--- src/rtl/demux_1x7_reg_if.sv ---
// Producer/consumer bundle for the 1-to-7 registered demux.
interface demux_1x7_reg_if;
  localparam int unsigned DW  = 4;
  localparam int unsigned SW  = 3;
  localparam int unsigned NCH = 7;
  localparam int unsigned CW  = 4;

  logic [DW-1:0]  D;
  logic [SW-1:0]  S;
  logic           in_valid;
  logic           in_ready;
  logic [DW-1:0]  Y0;
  logic [DW-1:0]  Y1;
  logic [DW-1:0]  Y2;
  logic [DW-1:0]  Y3;
  logic [DW-1:0]  Y4;
  logic [DW-1:0]  Y5;
  logic [DW-1:0]  Y6;
  logic [NCH-1:0] V;
  logic [NCH-1:0] ack;
  logic           err;
  logic [CW-1:0]  drop_cnt;

  // Design side
  modport slave (
    input  D, S, in_valid, ack,
    output in_ready, Y0, Y1, Y2, Y3, Y4, Y5, Y6, V, err, drop_cnt
  );

  // Producer/consumer side
  modport master (
    output D, S, in_valid, ack,
    input  in_ready, Y0, Y1, Y2, Y3, Y4, Y5, Y6, V, err, drop_cnt
  );
endinterface

--- src/rtl/demux_1x7_reg.sv ---
// Routes a 4-bit word to one of seven holding registers, each with its own
// valid/ack consume handshake; select 111 is dropped and counted.
module demux_1x7_reg (
  input logic            clk,
  input logic            rst_n,
  demux_1x7_reg_if.slave bus
);
  localparam int unsigned DW  = 4;
  localparam int unsigned SW  = 3;
  localparam int unsigned NCH = 7;
  localparam int unsigned CW  = 4;
  localparam logic [SW-1:0] ILLEGAL_SEL = 3'b111;
  localparam logic [CW-1:0] CNT_MAX     = 4'hF;

  typedef enum logic {EMPTY = 1'b0, FULL = 1'b1} ch_state_e;

  ch_state_e     st_q [NCH];
  ch_state_e     st_d [NCH];
  logic [DW-1:0] y_q  [NCH];
  logic [DW-1:0] y_d  [NCH];
  logic          err_q;
  logic          err_d;
  logic [CW-1:0] cnt_q;
  logic [CW-1:0] cnt_d;

  logic [NCH-1:0] v;
  logic [NCH:0]   v_pad;
  logic [NCH:0]   ack_pad;
  logic           sel_illegal;
  logic           in_ready_c;
  logic           accept;

  // Valid flags are the channel states themselves
  always_comb begin
    v = '0;
    for (int k = 0; k < NCH; k++) begin
      v[k] = (st_q[k] == FULL);
    end
  end

  // Padding to 8 entries lets S index directly; the illegal code always accepts
  assign v_pad       = {1'b0, v};
  assign ack_pad     = {1'b0, bus.ack};
  assign sel_illegal = (bus.S == ILLEGAL_SEL);
  assign in_ready_c  = sel_illegal | ~v_pad[bus.S] | ack_pad[bus.S];
  assign accept      = bus.in_valid & in_ready_c;

  // Channel state, holding registers, error pulse and drop counter
  always_ff @(posedge clk or negedge rst_n) begin
    if (!rst_n) begin
      for (int k = 0; k < NCH; k++) begin
        st_q[k] <= EMPTY;
        y_q[k]  <= '0;
      end
      err_q <= 1'b0;
      cnt_q <= '0;
    end else begin
      for (int k = 0; k < NCH; k++) begin
        st_q[k] <= st_d[k];
        y_q[k]  <= y_d[k];
      end
      err_q <= err_d;
      cnt_q <= cnt_d;
    end
  end

  // Per-channel EMPTY/FULL transitions; a write wins over a same-cycle ack
  always_comb begin
    for (int k = 0; k < NCH; k++) begin
      st_d[k] = st_q[k];
      y_d[k]  = y_q[k];
    end
    err_d = 1'b0;
    cnt_d = cnt_q;

    for (int k = 0; k < NCH; k++) begin
      if (accept && !sel_illegal && (bus.S == SW'(k))) begin
        st_d[k] = FULL;
        y_d[k]  = bus.D;
      end else begin
        case (st_q[k])
          EMPTY: st_d[k] = EMPTY;
          FULL:  if (bus.ack[k]) st_d[k] = EMPTY;
        endcase
      end
    end

    if (accept && sel_illegal) begin
      err_d = 1'b1;
      if (cnt_q != CNT_MAX) begin
        cnt_d = cnt_q + CW'(1);
      end
    end
  end

  // Output mapping
  assign bus.in_ready = in_ready_c;
  assign bus.Y0       = y_q[0];
  assign bus.Y1       = y_q[1];
  assign bus.Y2       = y_q[2];
  assign bus.Y3       = y_q[3];
  assign bus.Y4       = y_q[4];
  assign bus.Y5       = y_q[5];
  assign bus.Y6       = y_q[6];
  assign bus.V        = v;
  assign bus.err      = err_q;
  assign bus.drop_cnt = cnt_q;
endmodule

--- src/flat_wrapper.sv ---
// flat-port wrapper written by rule: the top's interface ports become plain ports
module demux_1x7_reg_flat 
  (clk, rst_n, bus_D, bus_S, bus_in_valid, bus_ack, bus_in_ready, bus_Y0, bus_Y1, bus_Y2, bus_Y3, bus_Y4, bus_Y5, bus_Y6, bus_V, bus_err, bus_drop_cnt);
  demux_1x7_reg_if bus_i ();
  input logic clk;
  input logic rst_n;
  input wire logic [$bits(bus_i.D)-1:0] bus_D;
  input wire logic [$bits(bus_i.S)-1:0] bus_S;
  input wire logic [$bits(bus_i.in_valid)-1:0] bus_in_valid;
  input wire logic [$bits(bus_i.ack)-1:0] bus_ack;
  output wire logic [$bits(bus_i.in_ready)-1:0] bus_in_ready;
  output wire logic [$bits(bus_i.Y0)-1:0] bus_Y0;
  output wire logic [$bits(bus_i.Y1)-1:0] bus_Y1;
  output wire logic [$bits(bus_i.Y2)-1:0] bus_Y2;
  output wire logic [$bits(bus_i.Y3)-1:0] bus_Y3;
  output wire logic [$bits(bus_i.Y4)-1:0] bus_Y4;
  output wire logic [$bits(bus_i.Y5)-1:0] bus_Y5;
  output wire logic [$bits(bus_i.Y6)-1:0] bus_Y6;
  output wire logic [$bits(bus_i.V)-1:0] bus_V;
  output wire logic [$bits(bus_i.err)-1:0] bus_err;
  output wire logic [$bits(bus_i.drop_cnt)-1:0] bus_drop_cnt;
  assign bus_i.D = bus_D;
  assign bus_i.S = bus_S;
  assign bus_i.in_valid = bus_in_valid;
  assign bus_i.ack = bus_ack;
  assign bus_in_ready = bus_i.in_ready;
  assign bus_Y0 = bus_i.Y0;
  assign bus_Y1 = bus_i.Y1;
  assign bus_Y2 = bus_i.Y2;
  assign bus_Y3 = bus_i.Y3;
  assign bus_Y4 = bus_i.Y4;
  assign bus_Y5 = bus_i.Y5;
  assign bus_Y6 = bus_i.Y6;
  assign bus_V = bus_i.V;
  assign bus_err = bus_i.err;
  assign bus_drop_cnt = bus_i.drop_cnt;
  demux_1x7_reg u_core (.clk(clk), .rst_n(rst_n), .bus(bus_i));
endmodule
--- config.mk ---
export PLATFORM = sky130hd
export DESIGN_NAME = demux_1x7_reg_flat
export DESIGN_NICKNAME = d
export VERILOG_FILES = /design/src/rtl/demux_1x7_reg_if.sv /design/src/rtl/demux_1x7_reg.sv /design/src/flat_wrapper.sv
export SDC_FILE = /design/constraint.sdc
export NUM_CORES = 1
export LEC_CHECK = 0
export ABC_CLOCK_PERIOD_IN_PS = 1700
export CAP_MARGIN = 20
export CORE_MARGIN = 4
export CORE_UTILIZATION = 48
export CTS_BUF_LIST = sky130_fd_sc_hd__clkbuf_8
export CTS_CLUSTER_DIAMETER = 50
export DETAILED_ROUTE_END_ITERATION = 12
export PLACE_DENSITY = 0.82
export SLEW_MARGIN = 20
export SYNTH_ARGS = -nofsm -noshare
export SYNTH_HDL_FRONTEND = slang
export SYNTH_SLANG_ARGS = --single-unit
--- constraint.sdc ---
create_clock -name clk -period 1.7 [get_ports clk]
set_input_delay 0.255 -clock clk [delete_from_list [all_inputs] [get_ports clk]]
set_output_delay 0.255 -clock clk [all_outputs]
set_load 0.02 [all_outputs]
==> results of run 1 <==
[worst paths after layout]
path | cells after the start | end | from | slack, ns
min reg2reg | 1 | u_core.bus.Y2[0] | u_core.bus.Y2[0] | 0.51
max | 6 | bus_in_ready | bus_ack[2] | -0.05
min in group clk | 2 | u_core.bus.V[3] | bus_ack[3] | 0.24
max in group asynchronous | 2 | u_core.bus.Y2[1] | rst_n | 1.35
min | 2 | u_core.bus.V[6] | rst_n | 0.01
max reg2reg | 6 | u_core.bus.Y2[2] | u_core.bus.V[2] | 0.10
[logic make-up after synthesis]
logic type               share of synthesized area [%]
AND/OR/NAND/NOR                                  7.614
multiplexers                                     23.52
buffers and inverters                            4.178
XOR/XNOR                                        0.4718
flip-flops                                       53.91
AO/OA/AOI/OAI                                    9.636
adder cells (fa/ha/maj)                         0.6737
[critical path, delay by kind of cell]
kind | cells | cell delay [ns]
AOI/OAI and AO/OA | 2 | 0.37
buffers and inverters | 2 | 0.69
muxes | 1 | 0.11
and+or+nand+nor | 1 | 0.07
[per-layer routing]
layer  track usage (%)  vias to the layer above  wire length (µm)
li1                  -                      624                 -
met1             21.85                      653              1834
met2             35.47                       40              2459
met3             6.619                        6               244
met4             4.894                        0                41
met5                 0                        -                 0
[metrics by stage]
stage	hold WS (ns)	util, %
2_1_floorplan	-0.04059	-
3_5_place_dp	0.3383	71.51
5_1_grt	0.05078	76.19
4_1_cts	0.02828	74.97
6_report	0.01129	76.19
3_3_place_gp	0.3276	71.51
[layout make-up]
type | instances | area, µm² | share of cell area [%]
repair buffers | 85 | 787.0 | 28.01
inverters | 10 | 37.54 | 1.336
well taps | 48 | 60.06 | 2.137
flip-flops and latches | 40 | 1001 | 35.62
clock inverters | 2 | 60.06 | 2.137
clock buffers | 5 | 68.82 | 2.449
multi-input cells | 73 | 795.8 | 28.32
[state kept, by name (all words and copies together), names as in the netlist]
register,flops
u_core.bus.V,7
u_core.bus.Y0,4
u_core.bus.Y1,4
u_core.bus.Y2,4
u_core.bus.Y3,4
u_core.bus.Y4,4
u_core.bus.Y5,4
u_core.bus.Y6,4
u_core.bus.drop_cnt,4
u_core.bus.err,1
[layout by cell type, fill, tap and decap left out, drive strengths merged, types with 4 or more instances in the layout]
master         synthesis  routed
a21o                   4       4
inv                   10      10
dlymetal6s2s           0       5
mux2                  30      30
buf                    5      30
clkbuf                 0       5
dfrtp                 40      40
a21oi                  6       6
clkdlybuf4s50          0      48
[repair_timing]
item,CTS,global route
pin swaps,2,1
endpoints found under the setup margin,21,5
gates resized for setup,8,8
buffers inserted,0,2
[power by group through the flow]
stage | Combinational [W] | Sequential [W] | Clock [W]
floorplan | 0.000334 | 0.00157 | 0
global placement | 0.00118 | 0.00131 | 0
detailed placement | 0.00121 | 0.00133 | 0
CTS | 0.00122 | 0.00132 | 0.000904
global route | 0.00128 | 0.00134 | 0.000943
finish | 0.00121 | 0.00132 | 0.000895
==> metrics.md, run 1 <==
| Metric | Value |
|---|---|
| Status | complete, but fails checks |
| Failing checks | negative setup slack |
| Critical path, cell by cell | clkdlybuf4s50_1, nor3b_2, a31oi_2, mux2i_1, o211ai_1, buf_4 |
| GP Congestion | 0.7524 |
| Post-route clock period utilization | 102.7% |
| Die ar. | 4927 µm² |
| Slew Viols, Final | 0 |
| First-pass GRT wire length | 7.534 mm |
| Core area | 3689 µm² |
| Cell Int Power | 0.002404 W |
| Final setup viols | 1 |
| Finished Layout Cells | 263 |
| Clk slew on worst S/H paths | 0.07 ns |
| Vias in the first global route | 1528 |
| WL per Instance | 17.41 µm |
| Max Clk Rate | 572.9 MHz |
| Post-synth ARST share | 100.0% |
| Net switching power | 0.001016 W |
| Power Dens Cells | 1217 nW/µm² |
| Area Overhead vs Synth | 51.35% |
| Crit path DAT | 1.49 ns |
| Synth area leader | dfrtp_1 |
| Most common cell in the netlist | dfrtp_1 |
| Via density | 5.030 |
| Largest net degree at the start of global routing | 41 |
| CP endpoint kind | output pin |
| Kind of start point of the critical path | input pin |
| Clk pwr share | 26.2% |
| Clk_lat worst skew | 0.29 ns |
| CP required | 1.44 ns |
| CTS tree | built |
| Register area share after synthesis | 53.91% |
| Worst setup margin | -0.04543 ns |
| Place WS | -0.5982 ns |
| Logic pwr share | 35.3% |
| Row count | 22 |
| Max-Cap Viols | 0 |
| Syn avg cell area | 14.51 µm² |
| Clock root buffer | clkbuf_8 |
| Final nets | 233 |
| Initial core utilization | 50.34% |
| Number of flops mapped to enable cells by yosys | 0 |
| Syn. warnings | 0 |
| # IOs | 58 |
| CP max FO | 2 |
| CP max stage cell | clkdlybuf4s50_1 |
| Synth top area share | 53.91% |
| Post-synth cell types | 31 |
| Placed Cells | 254 |
| Syn Nets | 146 |
| Pleak | 1.347 nW |
| Hold buffers post-CTS | 0 |
| Unrepaired setup endpoints after global routing | yes |
| Setup Skew | 0.005919 ns |
| Fillcell total | 232 |
| 1st-pass router iterations | 4 |
| N_diodes | 0 |
| Layout cell share with drive strength beyond 1 | 36.74% |
| Post-Syn Area | 1857 µm² |
| Design Area, Final | 2810 µm² |
| HPWL Detailed | 3.519 mm |
| Max-Slew Margin vs Limit | 67.73% |
| GRT overflow | 0 |
| Initial DRC Count | 42 |
| Antenna Violating Nets Remaining | 0 |
| CTS Buffer Depth | 2 |
| H-tree depth | 2 |
| Die Ht | 70.20 µm |
| CTS sink count | 40 |
| Slowest stage delay, CP | 0.52 ns |
| Initial antenna violation count | 0 |
| Post-Route WL | 4.579 mm |
| Net Sw Frac | 29.72% |
| Final min period | 1.745 ns |
| Commonest cells in the netlist | dfrtp_1 (40), mux2_4 (21), inv_1 (10), mux2_2 (8) |
| Type of the worst setup path | in2out |
| Die X | 70.20 µm |
| Post-DP Area | 2638 µm² |
| Synth Flop Type | dfrtp_1 |
| Hold Path Class | in2async |
| Total GRT Usage | 19.56% |
| Worst slew pin tran | 0.4840 ns |
| Final Hold Fails | 0 |
| Power share of the sequential group | 38.5% |
| Port Buffers | 57 |
| Max IR drop VDD | 0.7618 mV |
| Area contributors post-synth | dfrtp_1 (54%), mux2_4 (17%), mux2_2 (4.9%) |
| Cts bufs inserted | 5 |
| Fin Setup TNS | -0.04543 ns |
| Yosys reg bits | 40 |
| Total design power | 0.003420 W |
| Vias | 1323 |
| Synthesized instance count | 128 |
| DRC Markers | 0 |
(Power assumes the default switching activity.)
==> run 2: changes to the inputs <==
Settings changed: CAP_MARGIN 20 to unset, CORE_MARGIN 4 to 2, CORE_UTILIZATION 48 to 45, PLACE_DENSITY 0.82 to 0.78.
==> run 2 against run 1 <==
Effect of this change:
- the flow now finishes without violations
- first-iteration DRC count up 69%
- sequential share of layout area up 0.66 points
- via count up 0.23%
- critical path depth down 1
- utilization down 6.7 points
- largest power group unchanged
- highest routed layer unchanged
==> metrics.md, run 2 (synthesized netlist as in run 1, its figures left out) <==
| Metric | Value |
|---|---|
| Clk pwr share | 19.4% (-6.8 points) |
| Most common cell after layout, fill and taps aside | clkdlybuf4s50_1 |
| Reg2Reg Depth | 5 (-1) |
| Final Hold Fails | 0 (unchanged) |
| DRC Markers | 0 (unchanged) |
| Die ar. | 4656 µm² (-5.5%) |
| Max Clk Rate | 593.0 MHz (+3.5%) |
| Max IR drop VDD | 0.7427 mV (-2.5%) |
| Largest net degree at the start of global routing | 41 (unchanged) |
| Total GRT Usage | 20.88% (+1.3 points) |
| Area Overhead vs Synth | 48.59% |
| Flop-to-flop setup slack | 0.05 ns (-0.05 ns) |
| Core area | 3971 µm² (+7.7%) |
| Clock root buffer | clkbuf_8 |
| Pleak | 1.263 nW (-6.2%) |
| Fillcell total | 291 (+25%) |
| Power share of the sequential group | 42.1% (+3.6 points) |
| Clk_lat worst skew | 0.29 ns (about the same) |
| Clk slew on worst S/H paths | 0.08 ns (about the same) |
| Slew Viols, Final | 0 (unchanged) |
| HPWL Detailed | 3.252 mm (-7.6%) |
| Power Dens Cells | 1132 nW/µm² (-7.0%) |
| Cts bufs inserted | 5 (unchanged) |
| Status | completed |
| Net Sw Frac | 32.59% (+2.9 points) |
| Met3 WL | 187 µm (-23%) |
| Setup Skew | 0.006020 ns (+0.0001010 ns) |
| Vias | 1326 (+0.23%) |
| First-pass GRT wire length | 6.900 mm (-8.4%) |
| Row count | 23 (+4.5%) |
| Post-layout util | 69.47% (-6.7 points) |
| Post-route clock period utilization | 99.20% (-3.5 points) |
| Vias in the first global route | 1425 (-6.7%) |
| Final setup viols | 0 (-1) |
| Layout cell share with drive strength beyond 1 | 36.74% (unchanged) |
| End point of the critical path | bus_in_ready |
| Total design power | 0.003122 W (-8.7%) |
| Type of the worst setup path | reg2out |
| DRT met1 WL | 1.797 mm (-2.0%) |
| GRT overflow | 0 (unchanged) |
| CTS tree | built |
| Origin of the worst setup path | u_core.bus.V[2] |
| Design Area, Final | 2759 µm² (-1.8%) |
| Reg2reg start | u_core.bus.V[0] |
| Die Ht | 68.24 µm (-2.8%) |
| H-tree depth | 2 (unchanged) |
| WL per Instance | 16.34 µm (-6.2%) |
| Initial antenna violation count | 0 (unchanged) |
| Max-Cap Viols | 0 (unchanged) |
| CP endpoint kind | output pin |
| Final nets | 233 (unchanged) |
| Net switching power | 0.001017 W (about the same) |
| Via density | 5.004 (-0.53%) |
| # IOs | 58 (unchanged) |
| Initial DRC Count | 71 (+69%) |
| Worst r2r dst | u_core.bus.Y0[2] |
| Cell Int Power | 0.002105 W (-12%) |
| Kind of start point of the critical path | flop |
| CTS Buffer Depth | 2 (unchanged) |
| Die X | 68.24 µm (-2.8%) |
| N_diodes | 0 (unchanged) |
| CP max FO | 2 (unchanged) |
| CP required | 1.44 ns (about the same) |
| Initial core utilization | 46.75% (-3.6 points) |
| Most frequent cells in the layout | clkdlybuf4s50_1 (50), dfrtp_1 (40), buf_4 (26), mux2_4 (21), inv_1 (10) |
| 1st-pass router iterations | 4 (unchanged) |
| Unrepaired setup endpoints after global routing | yes |
| CTS sink count | 40 (unchanged) |
| Max reg flops | 7 (unchanged) |
| Hold Path Class | in2async |
| Crit path DAT | 1.43 ns (-0.06 ns) |
| Max Used Layer | met4 |
| Antenna Violating Nets Remaining | 0 (unchanged) |
| Port Buffers | 57 (unchanged) |
| Routed wl met2 | 2.270 mm (-7.7%) |
| Post-Route WL | 4.330 mm (-5.4%) |
| Worst slew pin tran | 0.3856 ns (-0.09838 ns) |
| Logic pwr share | 38.5% (+3.2 points) |
| GP Congestion | 0.8033 (+6.8%) |
| Final min period | 1.686 ns (-0.05910 ns) |
| Post-DP Area | 2645 µm² (+0.28%) |
| Max-Slew Margin vs Limit | 74.21% (+6.5 points) |
## run 2: cell count changes in the layout (fill, tap and decap cells not counted), moves of 2 or more
cell | previous run | this run
bufinv_16 | 2 | 0
buf_4 | 28 | 26
clkdlybuf4s50_1 | 48 | 50
dlymetal6s2s_1 | 5 | 1
## run 2: worst min path at each step
stage	end	slack, ns	cells after the start
finish	u_core.bus.Y6[2]	0.46	3
global route	u_core.bus.V[5]	0.47	3
CTS	u_core.bus.V[5]	0.45	3
detailed placement	u_core.bus.drop_cnt[0]	0.24	2
global placement	u_core.bus.err	0.24	2
floorplan	u_core.bus.V[0]	-0.04	0
## run 2: critical path, cell delays in order (launching register included)
cell      delay (ns)
dfrtp_1         0.38
nor3b_2         0.16
a31oi_2         0.17
mux2i_1         0.10
o211ai_1        0.17
buf_4           0.17
## run 2: through the flow
step                      hold WS (ns)  setup slack, ns  instances  setup TNS, ns
after CTS                       0.4530         0.007907        264              0
final                           0.4592          0.01367        265              0
after detailed placement        0.2446          -0.6893        255         -13.95
after global routing            0.4723         -0.09952        265        -0.1930
after floorplan               -0.04059           0.1589        128              0
after global placement          0.2377          -0.6462        255         -11.51
## run 2: power by group through the flow
stage          Clock (W)  Sequential, W  Combinational [W]
2_1_floorplan          0        0.00157           0.000334
3_3_place_gp           0        0.00132            0.00118
3_5_place_dp           0        0.00133            0.00120
4_1_cts         0.000612        0.00132            0.00121
5_1_grt         0.000663        0.00134            0.00128
6_report        0.000606        0.00132            0.00120
## run 2: metal layers
metal	up-vias	track usage, %
met3	8	4.112
met2	37	35.80
li1	621	-
met4	0	8.500
met5	-	0
met1	660	25.72
## run 2: what timing repair did
| action | in CTS | in global routing |
|---|---|---|
| hold endpoints to repair | 40 | 0 |
| endpoints found under the setup margin | 26 | 17 |
| pin swaps | 0 | 0 |
| setup buffers | 1 | 1 |
| gates resized for setup | 10 | 4 |
| hold buffers | 1 | 0 |
## run 2: final cells by class
type | instances | area, µm² | area share (%)
Sequential cell | 40 | 1001 | 36.28
Clock inverter | 2 | 12.51 | 0.4535
Multi-Input combinational cell | 73 | 785.8 | 28.48
Clock buffer | 5 | 68.82 | 2.494
Inverter | 10 | 37.54 | 1.361
Tap cell | 50 | 62.56 | 2.268
Timing Repair Buffer | 85 | 790.8 | 28.66
==> run 3: changes to the inputs <==
Settings changed: RECOVER_POWER set to 50.
==> run 3 against run 2 <==
Effect of this change:
- combinational power about the same
- sequential share of layout area increased by 0.47 points
- wire length decreased by 0.46%
- hold slack improved by 0.010 ns
- first-iteration DRC count increased by 7.0%
- critical path depth increased by 1
- critical path type is now in2reg
- via count decreased by 0.30%
- total power decreased by 0.83%
- clock skew about the same
- largest cell class unchanged
==> metrics.md, run 3 (synthesized netlist as in run 1, its figures left out) <==
| Metric | Value |
|---|---|
| Status | completed |
| Die X | 68.24 µm (unchanged) |
| Kind of start point of the critical path | input pin |
| Initial antenna violation count | 0 (unchanged) |
| Fillcell total | 300 (+3.1%) |
| Post-route clock period utilization | 99.58% (+0.38 points) |
| Final setup viols | 0 (unchanged) |
| Fin Setup TNS | 0 ns (unchanged) |
| CTS sink count | 40 (unchanged) |
| GP Congestion | 0.8033 (unchanged) |
| Crit-path most repeated cell | mux2_4 |
| Multi-input logic area | 772.0 µm² (-1.8%) |
| Flop-to-flop setup slack | 0.04 ns (about the same) |
| N_diodes | 0 (unchanged) |
| CTS Buffer Depth | 2 (unchanged) |
| Type of the worst setup path | in2reg |
| DRC Markers | 0 (unchanged) |
| Row count | 23 (unchanged) |
| Post-Route WL | 4.310 mm (-0.46%) |
| Port Buffers | 57 (unchanged) |
| Vias in the first global route | 1425 (unchanged) |
| Most frequent cells in the layout | clkdlybuf4s50_1 (44), dfrtp_1 (40), buf_4 (22), mux2_4 (21), inv_1 (10) |
| Clk slew on worst S/H paths | 0.08 ns (about the same) |
| Antenna Violating Nets Remaining | 0 (unchanged) |
| Final min period | 1.693 ns (+0.006535 ns) |
| Unrepaired setup endpoints after global routing | yes |
| Vias | 1322 (-0.30%) |
| Slowest stage delay, CP | 0.37 ns (about the same) |
| Crit path DAT | 1.87 ns (+0.44 ns) |
| Initial DRC Count | 76 (+7.0%) |
| Max-Slew Margin vs Limit | 35.33% (-39 points) |
| Clk_lat worst skew | 0.29 ns (about the same) |
| # IOs | 58 (unchanged) |
| Hold_ws | 0.4695 ns (+0.01035 ns) |
| Via density | 4.989 (-0.30%) |
| Hold Path Class | in2reg |
| Worst slew pin tran | 0.9701 ns (+0.5845 ns) |
| WL per Instance | 16.26 µm (-0.46%) |
| Die ar. | 4656 µm² (unchanged) |
| Initial core utilization | 46.75% (unchanged) |
| Core area | 3971 µm² (unchanged) |
| Largest net degree at the start of global routing | 41 (unchanged) |
| H-tree depth | 2 (unchanged) |
| Max IR drop VDD | 0.7791 mV (+4.9%) |
| Final nets | 233 (unchanged) |
| Slew Viols, Final | 0 (unchanged) |
| Max Clk Rate | 590.7 MHz (-0.39%) |
| HPWL Detailed | 3.252 mm (unchanged) |
| First-pass GRT wire length | 6.900 mm (unchanged) |
| Power Dens Cells | 1137 nW/µm² (+0.45%) |
| 1st-pass router iterations | 4 (unchanged) |
| Reg area | 1001 µm² (unchanged) |
| Area Overhead vs Synth | 46.70% |
| Setup Skew | 0.005867 ns (-0.0001537 ns) |
| Final Hold Fails | 0 (unchanged) |
| CTS tree | built |
| Max-Cap Viols | 0 (unchanged) |
| Most common cell after layout, fill and taps aside | clkdlybuf4s50_1 |
| Layout cell share with drive strength beyond 1 | 35.81% (-0.93 points) |
| Total GRT Usage | 20.88% (unchanged) |
| Critical path, cell by cell | clkdlybuf4s15_1, mux2_4, o221ai_4, clkbuf_2, a21oi_2, mux2_4 |
| Cts bufs inserted | 5 (unchanged) |
| Die Ht | 68.24 µm (unchanged) |
| CP endpoint kind | flop |
| CP max stage cell | a21oi_2 |
| Clock root buffer | clkbuf_8 |
| Pleak | 1.258 nW (-0.43%) |
| CP max FO | 7 (+5) |
| GRT overflow | 0 (unchanged) |
| CP required | 1.88 ns (+0.44 ns) |
| Max reg flops | 7 (unchanged) |
[run 3: stage by stage]
step | std cells | power (W) | area (µm²) | worst slack (ns) | utilization [%]
floorplan | 128 | 0.001906 | 1857 | 0.1589 | -
global placement | 255 | 0.002495 | 2645 | -0.6462 | 66.60
detailed placement | 255 | 0.002538 | 2645 | -0.6893 | 66.60
CTS | 264 | 0.003143 | 2738 | 0.007907 | 68.94
global route | 265 | 0.003264 | 2724 | -0.09952 | 68.59
finish | 265 | 0.003096 | 2724 | 0.007134 | 68.59
[run 3: final cells by class]
type	count	share of cell area, %
clock buffers	5	2.526
clock inverters	2	0.4593
inverters	10	1.378
multi-input cells	73	28.34
well taps	50	2.297
flip-flops and latches	40	36.75
repair buffers	85	28.25
[run 3: report_power, final]
group | internal, W | switching [W]
Clock | 0.000278 | 0.000322
Sequential | 0.00116 | 0.000153
Combinational | 0.000649 | 0.000533
Total | 0.00209 | 0.00101
[run 3: worst paths after layout]
path                                   from               end  cells after the start
min                              bus_ack[5]   u_core.bus.V[5]                      3
max                                bus_S[0]  u_core.bus.Y4[3]                      6
max reg2reg                 u_core.bus.V[0]  u_core.bus.Y0[2]                      5
min reg2reg                u_core.bus.Y2[2]  u_core.bus.Y2[2]                      1
max in group asynchronous             rst_n  u_core.bus.Y3[2]                      3
min in group asynchronous             rst_n  u_core.bus.Y6[2]                      3
[run 3: worst max-delay path, delay by kind of cell]
| family | cells | cell delay [ns] |
|---|---|---|
| mux | 2 | 0.62 |
| buf+inv | 2 | 0.51 |
| compound gates | 2 | 0.48 |
[run 3: routing by layer]
| metal | vias up | GRT usage [%] | part of all wire (%) | routed length, µm |
|---|---|---|---|---|
| li1 | 621 | - | - | - |
| met1 | 657 | 25.72 | 42 | 1795 |
| met2 | 38 | 35.80 | 53 | 2281 |
| met3 | 6 | 4.112 | 4.0 | 174 |
| met4 | 0 | 8.500 | 1.3 | 58 |
| met5 | - | 0 | 0 | 0 |
[run 3: what timing repair did]
action,4_1_cts,5_1_grt
endpoints found under the hold margin,40,0
resized for setup,10,4
hold buffers,1,0
setup endpoints to repair,26,17
setup buffers,1,1
